===== src/rtl/clk_divider_prog.sv =====
// Runtime-programmable integer clock divider: clk_out = clk_in / D, with the divisor changed only at period boundaries.
// Optional CLKDIV_ODD50_EN adds a negedge re-timing flop for 50 % duty on odd divisors.
module clk_divider_prog #(
    parameter int CNT_W       = 8,
    parameter int DIV_DEFAULT = 10
) (
    input  logic             clk_in,
    input  logic             rst,
    input  logic             en,
    input  logic [CNT_W-1:0] div_val,
    input  logic             div_load,
    output logic             clk_out,
    output logic             tick,
    output logic             div_busy,
    output logic             div_err,
    output logic [CNT_W-1:0] div_active
);

    localparam logic [CNT_W-1:0] DIV_RST = CNT_W'(DIV_DEFAULT);
    localparam logic [CNT_W-1:0] ONE     = CNT_W'(1);
    localparam logic [CNT_W-1:0] TWO     = CNT_W'(2);

    logic [CNT_W-1:0] cnt_r;
    logic [CNT_W-1:0] pend_r;
    logic             clk_pos_r;
    logic [CNT_W-1:0] cnt_nxt_s;
    logic [CNT_W-1:0] last_s;
    logic [CNT_W-1:0] half_s;
    logic             wrap_s;
    logic             load_ok_s;
    logic             load_bad_s;

    // Period boundary and load qualification, all derived from the divisor in effect
    always_comb begin
        last_s     = div_active - ONE;
        half_s     = div_active >> 1;
        wrap_s     = (cnt_r == last_s);
        cnt_nxt_s  = cnt_r + ONE;
        load_ok_s  = div_load && (div_val >= TWO);
        load_bad_s = div_load && (div_val < TWO);
    end

    // Counter and high/low phase generation; reset parks the counter one step before a wrap
    always_ff @(posedge clk_in or posedge rst) begin
        if (rst) begin
            cnt_r     <= DIV_RST - ONE;
            clk_pos_r <= 1'b0;
            tick      <= 1'b0;
        end else if (en) begin
            if (wrap_s) begin
                cnt_r     <= {CNT_W{1'b0}};
                clk_pos_r <= 1'b1;
                tick      <= 1'b1;
            end else begin
                cnt_r <= cnt_nxt_s;
                tick  <= 1'b0;
                if (cnt_nxt_s == half_s) begin
                    clk_pos_r <= 1'b0;
                end else begin
                    clk_pos_r <= clk_pos_r;
                end
            end
        end else begin
            tick <= 1'b0;
        end
    end

    // Divisor staging: a new load always wins over clearing busy, so a load on a wrap edge waits a full period
    always_ff @(posedge clk_in or posedge rst) begin
        if (rst) begin
            div_active <= DIV_RST;
            pend_r     <= DIV_RST;
            div_busy   <= 1'b0;
            div_err    <= 1'b0;
        end else begin
            div_err <= load_bad_s;
            if (en && wrap_s && div_busy) begin
                div_active <= pend_r;
            end else begin
                div_active <= div_active;
            end
            if (load_ok_s) begin
                pend_r   <= div_val;
                div_busy <= 1'b1;
            end else if (en && wrap_s) begin
                pend_r   <= pend_r;
                div_busy <= 1'b0;
            end else begin
                pend_r   <= pend_r;
                div_busy <= div_busy;
            end
        end
    end

`ifdef CLKDIV_ODD50_EN
    logic clk_neg_r;

    // Half-cycle delayed copy of the high phase, only for odd divisors
    always_ff @(negedge clk_in or posedge rst) begin
        if (rst) begin
            clk_neg_r <= 1'b0;
        end else begin
            clk_neg_r <= clk_pos_r & div_active[0];
        end
    end

    assign clk_out = clk_pos_r | clk_neg_r;
`else
    assign clk_out = clk_pos_r;
`endif

endmodule


===== config.mk =====
export PLATFORM = sky130hd
export DESIGN_NAME = clk_divider_prog
export DESIGN_NICKNAME = d
export VERILOG_FILES = /design/src/rtl/clk_divider_prog.sv
export SDC_FILE = /design/constraint.sdc
export NUM_CORES = 1
export LEC_CHECK = 0
export ABC_AREA = 1
export CAP_MARGIN = 40
export CORE_ASPECT_RATIO = 1.75
export CORE_MARGIN = 5
export CORE_UTILIZATION = 50
export DETAILED_ROUTE_END_ITERATION = 7
export HOLD_SLACK_MARGIN = 0.15
export PLACE_DENSITY = 0.74
export SLEW_MARGIN = 10
export SYNTH_ARGS = -nofsm -noshare
export SYNTH_HDL_FRONTEND = slang
export SYNTH_SLANG_ARGS = --single-unit

===== constraint.sdc =====
create_clock -name clk_in -period 2.27 [get_ports clk_in]
set_clock_uncertainty 0.15 [all_clocks]
set_input_delay 0.3405 -clock clk_in [delete_from_list [all_inputs] [get_ports clk_in]]
set_output_delay 0.3405 -clock clk_in [all_outputs]
set_load 0.02 [all_outputs]

==> metrics.yaml, run 1 <==
placement:
  place_congestion: 0.8158
  place_hpwl_um: 3131
  placed_cell_area_mm2: 0.002047
  io_buffers: 23
  place_ws_ns: 0.1666
  placed_cells: 312
floorplanning:
  die_h_um: 87.97
  dieArea_mm2: 0.004798
  die_w_um: 54.55
  rows: 28
  core_mm2: 0.003363
  start_util_pct: 51.64
  io_pins: 24
critical_path:
  cp-start-kind: "flop"
  endpoint_kind: "flop"
  critical_path_class: "reg2reg"
  cp_max_fo: 6
  crit_required_ns: 2.34
  cp_data_arrival_time_ns: 2.26
logic_synthesis:
  syn_area_mm2: 0.001737
  synth_top_area_share_pct: 31.70
  synthTopCellsByArea: "dfrtp_1, nand2_1, dfstp_2"
  ys_ff_latch: 28
  synth.net_count: 256
  synth_cells: 242
  yosysUniqueCellTypes: 27
  yosysSeqAreaShare_pct: 40.78
  avgSynthCellArea_um2: 7.176
  yosys.area.top_type: "dfrtp_1"
  synth_warnings: 0
pwr:
  swShare_pct: 31.52
  pwr-share-comb_pct: 25.4
  seqPwrFrac_pct: 45.9
  cellPowerDensity_mw_per_mm2: 625.4
  p_sw_mw: 0.4317
  clkPwrFrac_pct: 28.6
  power.leakage_nw: 1.105
  vdd_drop_max_mv: 0.7254
  p_int_mw: 0.9377
cells_and_area:
  multi_input_area_um2: 883.3
  diodes: 0
  area_delta_synth_final_pct: 26.08
  fin_util_pct: 65.10
  design_area_mm2: 0.002190
  fillers: 320
  drive_gt1_share_pct: 15.27
  regArea_um2: 708.2
  final_cell_mix: "nand2_1, inv_1, nand3_1, clkdlybuf4s50_1, dfrtp_1"
  nets: 290
  stdcell_count: 320
  layout_commonest_cell: "nand2_1"
detailed_routing:
  wire_per_inst_um: 12.80
  via_count: 1636
  route.detailed.drc: 0
  first_pass_iters: 5
  ant_nets: 0
  wirelength_um: 4096
  drt_iter0_drc: 40
  post_drt_via_cell_ratio: 5.113
cts:
  hold_buffers: 0
  cts_tree: "yes"
  clkTransAtPathRegs_ns: 0.10
  cts_buffers: 3
  cts-root-buf: "clkbuf_8"
  clock_sinks: 28
  cts_max_path_buffers: 2
  clock_latency_ns: 0.27
  h-tree-depth: 1
hold_path:
  worstHoldPathType: "in2async"
flow_run:
  max_cap_violations: 0
global_routing:
  grt_pass1_vias: 1525
  overflow: 0
  antenna_found_initial: 0
  grt_pass1_wl_um: 6637
  track_usage_pct: 18.69
  grt_max_degree: 29
sta:
  tightest_slew_ns: 0.3555
  finalCriticalPeriod_ns: 2.189
  drv_slew: 0
  setup_violations: 0
  rsz0062_at_grt: "yes"
  fmax_mhz: 456.9
  hold_viol_final: 0
  period_share_pct: 96.42
  fin_ws_ns: 0.08121
  whs_ns: 0.2725
  maxSlewHeadroom_pct: 76.08
status:
  status: "finished, final reports clean"
==> Yosys cell counts <==
| master | n |
|---|---|
| nor2_4 | 2 |
| inv_2 | 1 |
| xor2_1 | 5 |
| dfstp_2 | 6 |
| or2_2 | 1 |
| nor2_2 | 4 |
| nor4_1 | 1 |
| nor3_1 | 1 |
| nand4_2 | 1 |
| o22ai_1 | 7 |
| a21oi_1 | 1 |
| nand3_2 | 2 |
| ha_1 | 2 |
| buf_6 | 2 |
| nand2_4 | 1 |
| nor2_1 | 16 |
| clkbuf_1 | 2 |
| buf_2 | 1 |
| inv_1 | 31 |
| nand4_1 | 11 |
| clkbuf_8 | 1 |
| nand3_1 | 26 |
| o21ai_0 | 4 |
| o21ai_2 | 1 |
| nand2_2 | 3 |
| nand2_1 | 87 |
| dfrtp_1 | 22 |
==> power by group through the flow <==
stage               logic (mW)  registers [mW]  clock network [mW]
finish                   0.348           0.629               0.392
global route             0.396           0.638               0.414
CTS                      0.348           0.627               0.394
detailed placement       0.344           0.637                   0
global placement         0.340           0.635                   0
floorplan                0.269           0.621                   0
==> routing by layer <==
layer	global-route usage, %	part of all wire, %
met3	1.533	2.6
met4	4.762	1.1
met1	21.00	38
met2	35.77	58
met5	0	0
==> layout make-up <==
class,instances,share of cell area (%)
sequential,28,32.34
timing repair buffer,35,16.00
inverter,32,5.486
clock buffer,3,1.886
clock inverter,1,1.371
multi-input combinational,176,40.34
tap,45,2.571
==> registers in the layout, summed over array words and instances, names as in the netlist <==
signal	cells
cnt_r	8
div_active	8
div_err	1
div_busy	1
tick	1
pend_r	8
clk_out	1
==> through the flow <==
| stage | setup TNS [ns] | total power, mW |
|---|---|---|
| 2_1_floorplan | 0 | 0.8891 |
| 3_3_place_gp | 0 | 0.9749 |
| 3_5_place_dp | 0 | 0.9812 |
| 4_1_cts | 0 | 1.369 |
| 5_1_grt | -0.4559 | 1.448 |
| 6_report | 0 | 1.369 |
==> timing repair <==
item | in CTS | in global routing
buffers inserted | 0 | 3
gates resized for setup | 0 | 6
endpoints found under the hold margin | 0 | 0
setup endpoints to repair | 0 | 13
==> cell families (layout without fill, tap and decap cells) <==
kind of cell    after synthesis  after routing  share of synthesized area (%)
compound gates               13             13                          4.467
buf+inv                      38             71                          9.726
xor+xnor                      5              5                          2.521
flops                        28             28                          40.78
simple gates                156            156                          41.07
fa+ha+maj                     2              2                          1.441
==> critical path, cell delays in order, from the launching register on <==
cell,delay (ns)
dfstp_2,0.55
inv_2,0.04
ha_4,0.26
inv_2,0.02
nand2_1,0.05
nand2_1,0.05
nor2_1,0.10
nand3_1,0.10
nor2_2,0.15
nand3_2,0.10
nor2_4,0.24
clkbuf_16,0.19
nand4_1,0.07
nand2_1,0.07
==> worst paths after layout <==
| path | start | to | slack, ns | cells after the start |
|---|---|---|---|---|
| setup / recovery | div_active[1]$_DFFE_PP1P_ | div_active[4]$_DFFE_PP0P_ | 0.08 | 13 |
| hold / removal | rst | cnt_r[1]$_DFFE_PP0P_ | 0.27 | 3 |
| min in group clk_in | pend_r[0]$_DFFE_PP0P_ | pend_r[0]$_DFFE_PP0P_ | 0.34 | 2 |
| max in group asynchronous | rst | div_active[1]$_DFFE_PP1P_ | 1.39 | 3 |
| hold reg to reg | pend_r[0]$_DFFE_PP0P_ | pend_r[0]$_DFFE_PP0P_ | 0.34 | 2 |
| setup reg to reg | div_active[1]$_DFFE_PP1P_ | div_active[4]$_DFFE_PP0P_ | 0.08 | 13 |
Note: power is estimated with default switching activity, not from simulation.
==> run 2: changes to the inputs <==
--- a/config.mk
+++ b/config.mk
@@ -12,7 +12,7 @@
 export CORE_UTILIZATION = 50
 export DETAILED_ROUTE_END_ITERATION = 7
 export HOLD_SLACK_MARGIN = 0.15
-export PLACE_DENSITY = 0.74
+export PLACE_DENSITY_LB_ADDON = 0.25
 export SLEW_MARGIN = 10
 export SYNTH_ARGS = -nofsm -noshare
 export SYNTH_HDL_FRONTEND = slang
==> metrics.yaml, run 2 (synthesis results as in run 1) <==
sta:
  hold_viol_final: 0  # unchanged
  period_share_pct: 93.28  # -3.1 points
  rsz0062_at_grt: "yes"
  fmax_mhz: 472.3  # +3.4%
  drv_slew: 0  # unchanged
  tns_ns: 0  # unchanged
  tightest_slew_ns: 0.3398  # -0.01568 ns
  setup_violations: 0  # unchanged
  maxSlewHeadroom_pct: 77.14  # +1.1 points
  finalCriticalPeriod_ns: 2.117  # -0.07130 ns
floorplanning:
  die_h_um: 87.97  # unchanged
  core_mm2: 0.003363  # unchanged
  io_pins: 24  # unchanged
  rows: 28  # unchanged
  start_util_pct: 51.64  # unchanged
  die_w_um: 54.55  # unchanged
  dieArea_mm2: 0.004798  # unchanged
cts:
  cts_max_path_buffers: 2  # unchanged
  clkTransAtPathRegs_ns: 0.10  # about the same
  clock_latency_ns: 0.28  # about the same
  cts-root-buf: "clkbuf_8"
  cts_tree: "yes"
  hold_buffers: 0  # unchanged
  cts_buffers: 3  # unchanged
  clock_sinks: 28  # unchanged
  h-tree-depth: 1  # unchanged
detailed_routing:
  wirelength_um: 4019  # -1.9%
  post_drt_via_cell_ratio: 5.233  # +2.4%
  first_pass_iters: 4  # -1
  ant_nets: 0  # unchanged
  via_count: 1659  # +1.4%
  wire_per_inst_um: 12.68  # -0.95%
  route.detailed.drc: 0  # unchanged
  drt_iter0_drc: 50  # +25%
cells_and_area:
  design_area_mm2: 0.002152  # -1.7%
  fillers: 321  # +0.31%
  diodes: 0  # unchanged
  layout_commonest_cell: "nand2_1"
  final_cell_mix: "nand2_1, inv_1, nand3_1, clkdlybuf4s50_1, dfrtp_1"
  area_delta_synth_final_pct: 23.92
  reg_top3: "cnt_r (8), div_active (8), pend_r (8)"
  nets: 287  # -1.0%
  drive_gt1_share_pct: 14.71  # -0.57 points
pwr:
  swShare_pct: 31.93  # +0.40 points
  clkPwrFrac_pct: 28.6  # about the same
  seqPwrFrac_pct: 46.0  # about the same
  pwr-share-comb_pct: 25.3  # about the same
  power.leakage_nw: 1.084  # -1.9%
  vdd_drop_max_mv: 0.7197  # -0.78%
  p_int_mw: 0.9367  # -0.12%
  p_sw_mw: 0.4393  # +1.7%
  cellPowerDensity_mw_per_mm2: 639.4  # +2.2%
placement:
  place_congestion: 0.8415  # +3.2%
  place_hpwl_um: 3090  # -1.3%
  io_buffers: 23  # unchanged
  placed_cell_area_mm2: 0.002047  # unchanged
global_routing:
  antenna_found_initial: 0  # unchanged
  grt_pass1_wl_um: 6727  # +1.4%
  overflow: 0  # unchanged
  grt_pass1_vias: 1523  # -0.13%
  track_usage_pct: 18.79  # +0.10 points
  grt_max_degree: 29  # unchanged
critical_path:
  critical_path_class: "reg2reg"
  r2r-start: "div_active[1]$_DFFE_PP1P_"
  critical_path.startpoint: "div_active[1]$_DFFE_PP1P_"
  r2r_slack_ns: 0.15  # +0.07 ns
  cp_max_fo: 10  # +4
  endpoint_kind: "flop"
  cp_data_arrival_time_ns: 2.19  # -0.07 ns
  crit_required_ns: 2.34  # about the same
  cp-start-kind: "flop"
status:
  status: "finished, final reports clean"
flow_run:
  max_cap_violations: 0  # unchanged
hold_path:
  worstHoldPathType: "in2async"
[run 2: cell count changes in the layout (fill, tap and decap cells not counted)]
cell / before / now
clkbuf_16: 1 / 0
o21ai_1: 1 / 0
nand2_2: 3 / 4
nand2_1: 87 / 86
o21ai_0: 3 / 4
buf_4: 10 / 8
[run 2: worst paths after layout]
kind,end,depth (start not counted)
max,div_active[2]$_DFFE_PP0P_,13
min,cnt_r[1]$_DFFE_PP0P_,3
max reg2reg,div_active[2]$_DFFE_PP0P_,13
min reg2reg,pend_r[4]$_DFFE_PP0P_,2
max in group asynchronous,pend_r[3]$_DFFE_PP1P_,3
min in group clk_in,pend_r[4]$_DFFE_PP0P_,2
[run 2: metal layers]
| layer | global-route usage (%) | routed length (µm) |
|---|---|---|
| met5 | 0 | 0 |
| met2 | 34.68 | 2250 |
| met1 | 21.21 | 1519 |
| met3 | 1.874 | 157 |
| met4 | 6.803 | 91 |
[run 2: worst max-delay path, stage by stage, from the launching register on]
cell     delay (ns)
dfstp_2        0.56
inv_2          0.05
ha_4           0.26
inv_2          0.03
nand2_1        0.05
nand2_1        0.05
nor2_1         0.10
nand3_1        0.09
nor2_2         0.13
nand3_2        0.10
nor2_4         0.19
buf_12         0.16
nand4_1        0.08
nand2_1        0.07
[run 2: repair_timing]
item                                    4_1_cts  5_1_grt
endpoints found under the setup margin        0       10
setup buffers                                 0        1
gates resized for setup                       0        6
[run 2: per-stage QoR]
step	hold WS [ns]	total power, mW	utilization [%]	worst slack [ns]	cells
after floorplan	0.2515	0.8891	-	0.1846	242
after global placement	0.3042	0.9772	60.86	0.2085	312
after detailed placement	0.3089	0.9824	60.86	0.1546	312
after CTS	0.2743	1.371	62.98	0.1392	316
after global routing	0.3136	1.456	63.99	-0.01525	317
final	0.2604	1.376	63.99	0.1525	317
[run 2: area by class of cell]
type,count,area [µm²],share of cell area (%)
well taps,45,56.30,2.616
inverters,32,120.1,5.581
clock buffers,3,41.29,1.919
multi-input cells,176,885.9,41.16
flip-flops and latches,28,708.2,32.91
clock inverters,1,30.03,1.395
repair buffers,32,310.3,14.42
[run 2: power groups by stage]
stage          combinational [mW]  clock [mW]  sequential, mW
4_1_cts                     0.346       0.395           0.630
3_3_place_gp                0.340           0           0.637
2_1_floorplan               0.269           0           0.621
5_1_grt                     0.399       0.418           0.639
6_report                    0.349       0.394           0.633
3_5_place_dp                0.343           0           0.639
==> run 3: changes to the inputs <==
--- a/config.mk
+++ b/config.mk
@@ -8,11 +8,10 @@
 export ABC_AREA = 1
 export CAP_MARGIN = 40
 export CORE_ASPECT_RATIO = 1.75
-export CORE_MARGIN = 5
 export CORE_UTILIZATION = 50
 export DETAILED_ROUTE_END_ITERATION = 7
 export HOLD_SLACK_MARGIN = 0.15
-export PLACE_DENSITY_LB_ADDON = 0.25
+export PLACE_DENSITY = 0.77
 export SLEW_MARGIN = 10
 export SYNTH_ARGS = -nofsm -noshare
 export SYNTH_HDL_FRONTEND = slang
==> metrics.yaml, run 3 (synthesis results as in run 1) <==
critical_path:
  r2r-start: "div_active[1]$_DFFE_PP1P_"
  max_stage_delay_ns: 0.54  # -0.02 ns
  endpoint_kind: "flop"
  cp_max_fo: 13  # +3
  crit_family: "simple AND/OR/NAND/NOR gates"
  crit_chain: "inv_1, ha_1, inv_1, nand2_1, nand2_1, nor2_1, nand3_1, nor2_2, nand3_2, nor2_4, buf_12, nand4_1, nand2_1"
  slowest_stage: "dfstp_2"
  path_buf_inv: 3  # unchanged
  crit_top_cell: "nand2_1"
  crit_required_ns: 2.35  # about the same
  critical_path.startpoint: "div_active[1]$_DFFE_PP1P_"
  cp-start-kind: "flop"
  r2r_slack_ns: 0.17  # +0.02 ns
  cp_data_arrival_time_ns: 2.18  # about the same
  critical_path_class: "reg2reg"
cts:
  h-tree-depth: 1  # unchanged
  cts-root-buf: "clkbuf_8"
  clkTransAtPathRegs_ns: 0.09  # about the same
  clock_sinks: 28  # unchanged
  cts_resized: 0  # unchanged
  hold_buffers: 0  # unchanged
  cts_tree: "yes"
  cts_max_path_buffers: 2  # unchanged
  post_cts_buffers: 0  # unchanged
  cts_buffers: 3  # unchanged
  clock_latency_ns: 0.27  # about the same
cells_and_area:
  nets: 285  # -0.70%
  final_cell_mix: "nand2_1, inv_1, nand3_1, clkdlybuf4s50_1, dfrtp_1"
  drive_gt1_share_pct: 12.96  # -1.7 points
  fillers: 355  # +11%
  reg_top3: "cnt_r (8), div_active (8), pend_r (8)"
  layout_commonest_cell: "nand2_1"
  fin_util_pct: 62.69  # -1.3 points
  stdcell_count: 315  # -0.63%
  multi_input_area_um2: 873.3  # -1.4%
  area_delta_synth_final_pct: 21.40
  diodes: 0  # unchanged
  regArea_um2: 708.2  # unchanged
placement:
  place_ws_ns: 0.1981  # +0.04352 ns
  placed_cells: 311  # -0.32%
  place_hpwl_um: 3115  # +0.81%
  io_buffers: 23  # unchanged
  place_congestion: 0.8954  # +6.4%
detailed_routing:
  first_pass_iters: 4  # unchanged
  drt_iter0_drc: 37  # -26%
  post_drt_via_cell_ratio: 5.137  # -1.9%
  via_count: 1618  # -2.5%
  route.detailed.drc: 0  # unchanged
  wire_per_inst_um: 12.58  # -0.79%
  wirelength_um: 3962  # -1.4%
  ant_nets: 0  # unchanged
status:
  status: "finished, final reports clean"
sta:
  fmax_mhz: 476.1  # +0.82%
  period_share_pct: 92.52  # -0.76 points
  tns_ns: 0  # unchanged
  rsz0062_at_grt: "no"
  setup_violations: 0  # unchanged
  fin_ws_ns: 0.1698  # +0.01726 ns
  drv_slew: 0  # unchanged
  whs_ns: 0.2649  # +0.004492 ns
  finalCriticalPeriod_ns: 2.100  # -0.01726 ns
  maxSlewHeadroom_pct: 76.36  # -0.78 points
  tightest_slew_ns: 0.3546  # +0.01480 ns
  hold_viol_final: 0  # unchanged
pwr:
  vdd_drop_max_mv: 0.5233  # -27%
  power.leakage_nw: 1.063  # -1.9%
  cellPowerDensity_mw_per_mm2: 611.0  # -4.4%
global_routing:
  grt_pass1_vias: 1554  # +2.0%
  overflow: 0  # unchanged
  grt_max_degree: 29  # unchanged
  grt_pass1_wl_um: 6630  # -1.4%
  track_usage_pct: 24.72  # +5.9 points
  antenna_found_initial: 0  # unchanged
floorplanning:
  rows: 28  # unchanged
  io_pins: 24  # unchanged
  die_w_um: 46.55  # -15%
  start_util_pct: 51.64  # unchanged
  die_h_um: 79.97  # -9.1%
  dieArea_mm2: 0.003722  # -22%
  core_mm2: 0.003363  # unchanged
hold_path:
  worstHoldPathType: "in2async"
flow_run:
  max_cap_violations: 0  # unchanged
-- run 3: changes by cell type in the layout (fill, tap and decap cells not counted), sizes merged --
cell	delta
buf	-2
bufinv	-1
clkbuf	+1
-- run 3: tightest hold or removal path: stages --
cell,delay (ns)
clkdlybuf4s50_1,0.39
inv_1,0.05
buf_4,0.32
-- run 3: per-layer routing --
metal	track usage, %	up-vias	wire length [µm]
li1	-	828	-
met1	28.65	749	1532
met2	43.61	35	2290
met3	0.9050	6	63
met4	11.76	0	75
met5	0	-	0
-- run 3: per-stage QoR --
| step | total power [mW] | area, µm² |
|---|---|---|
| floorplan | 0.8891 | 1737 |
| global placement | 0.9753 | 2039 |
| detailed placement | 0.9883 | 2039 |
| CTS | 1.295 | 2095 |
| global route | 1.381 | 2108 |
| finish | 1.288 | 2108 |
-- run 3: area by class of cell --
cell class                 instances  area share [%]
clock buffer                       4           2.611
multi-input combinational        176           41.42
inverter                          32           5.697
tap                               45           2.671
timing repair buffer              30           14.01
sequential                        28           33.59
-- run 3: where the power goes --
group | switching (mW) | internal, mW | total (mW)
clock network | 0.151 | 0.155 | 0.306
registers | 0.0653 | 0.566 | 0.631
logic | 0.216 | 0.135 | 0.351
total | 0.432 | 0.856 | 1.29
-- run 3: path summary, 6_finish.rpt --
check	endpoint	depth (start not counted)
max in group asynchronous	div_active[1]$_DFFE_PP1P_	3
hold / removal	cnt_r[1]$_DFFE_PP0P_	3
setup / recovery	div_active[1]$_DFFE_PP1P_	13
min in group clk_in	pend_r[7]$_DFFE_PP0P_	2
hold reg to reg	pend_r[7]$_DFFE_PP0P_	2
setup reg to reg	div_active[1]$_DFFE_PP1P_	13
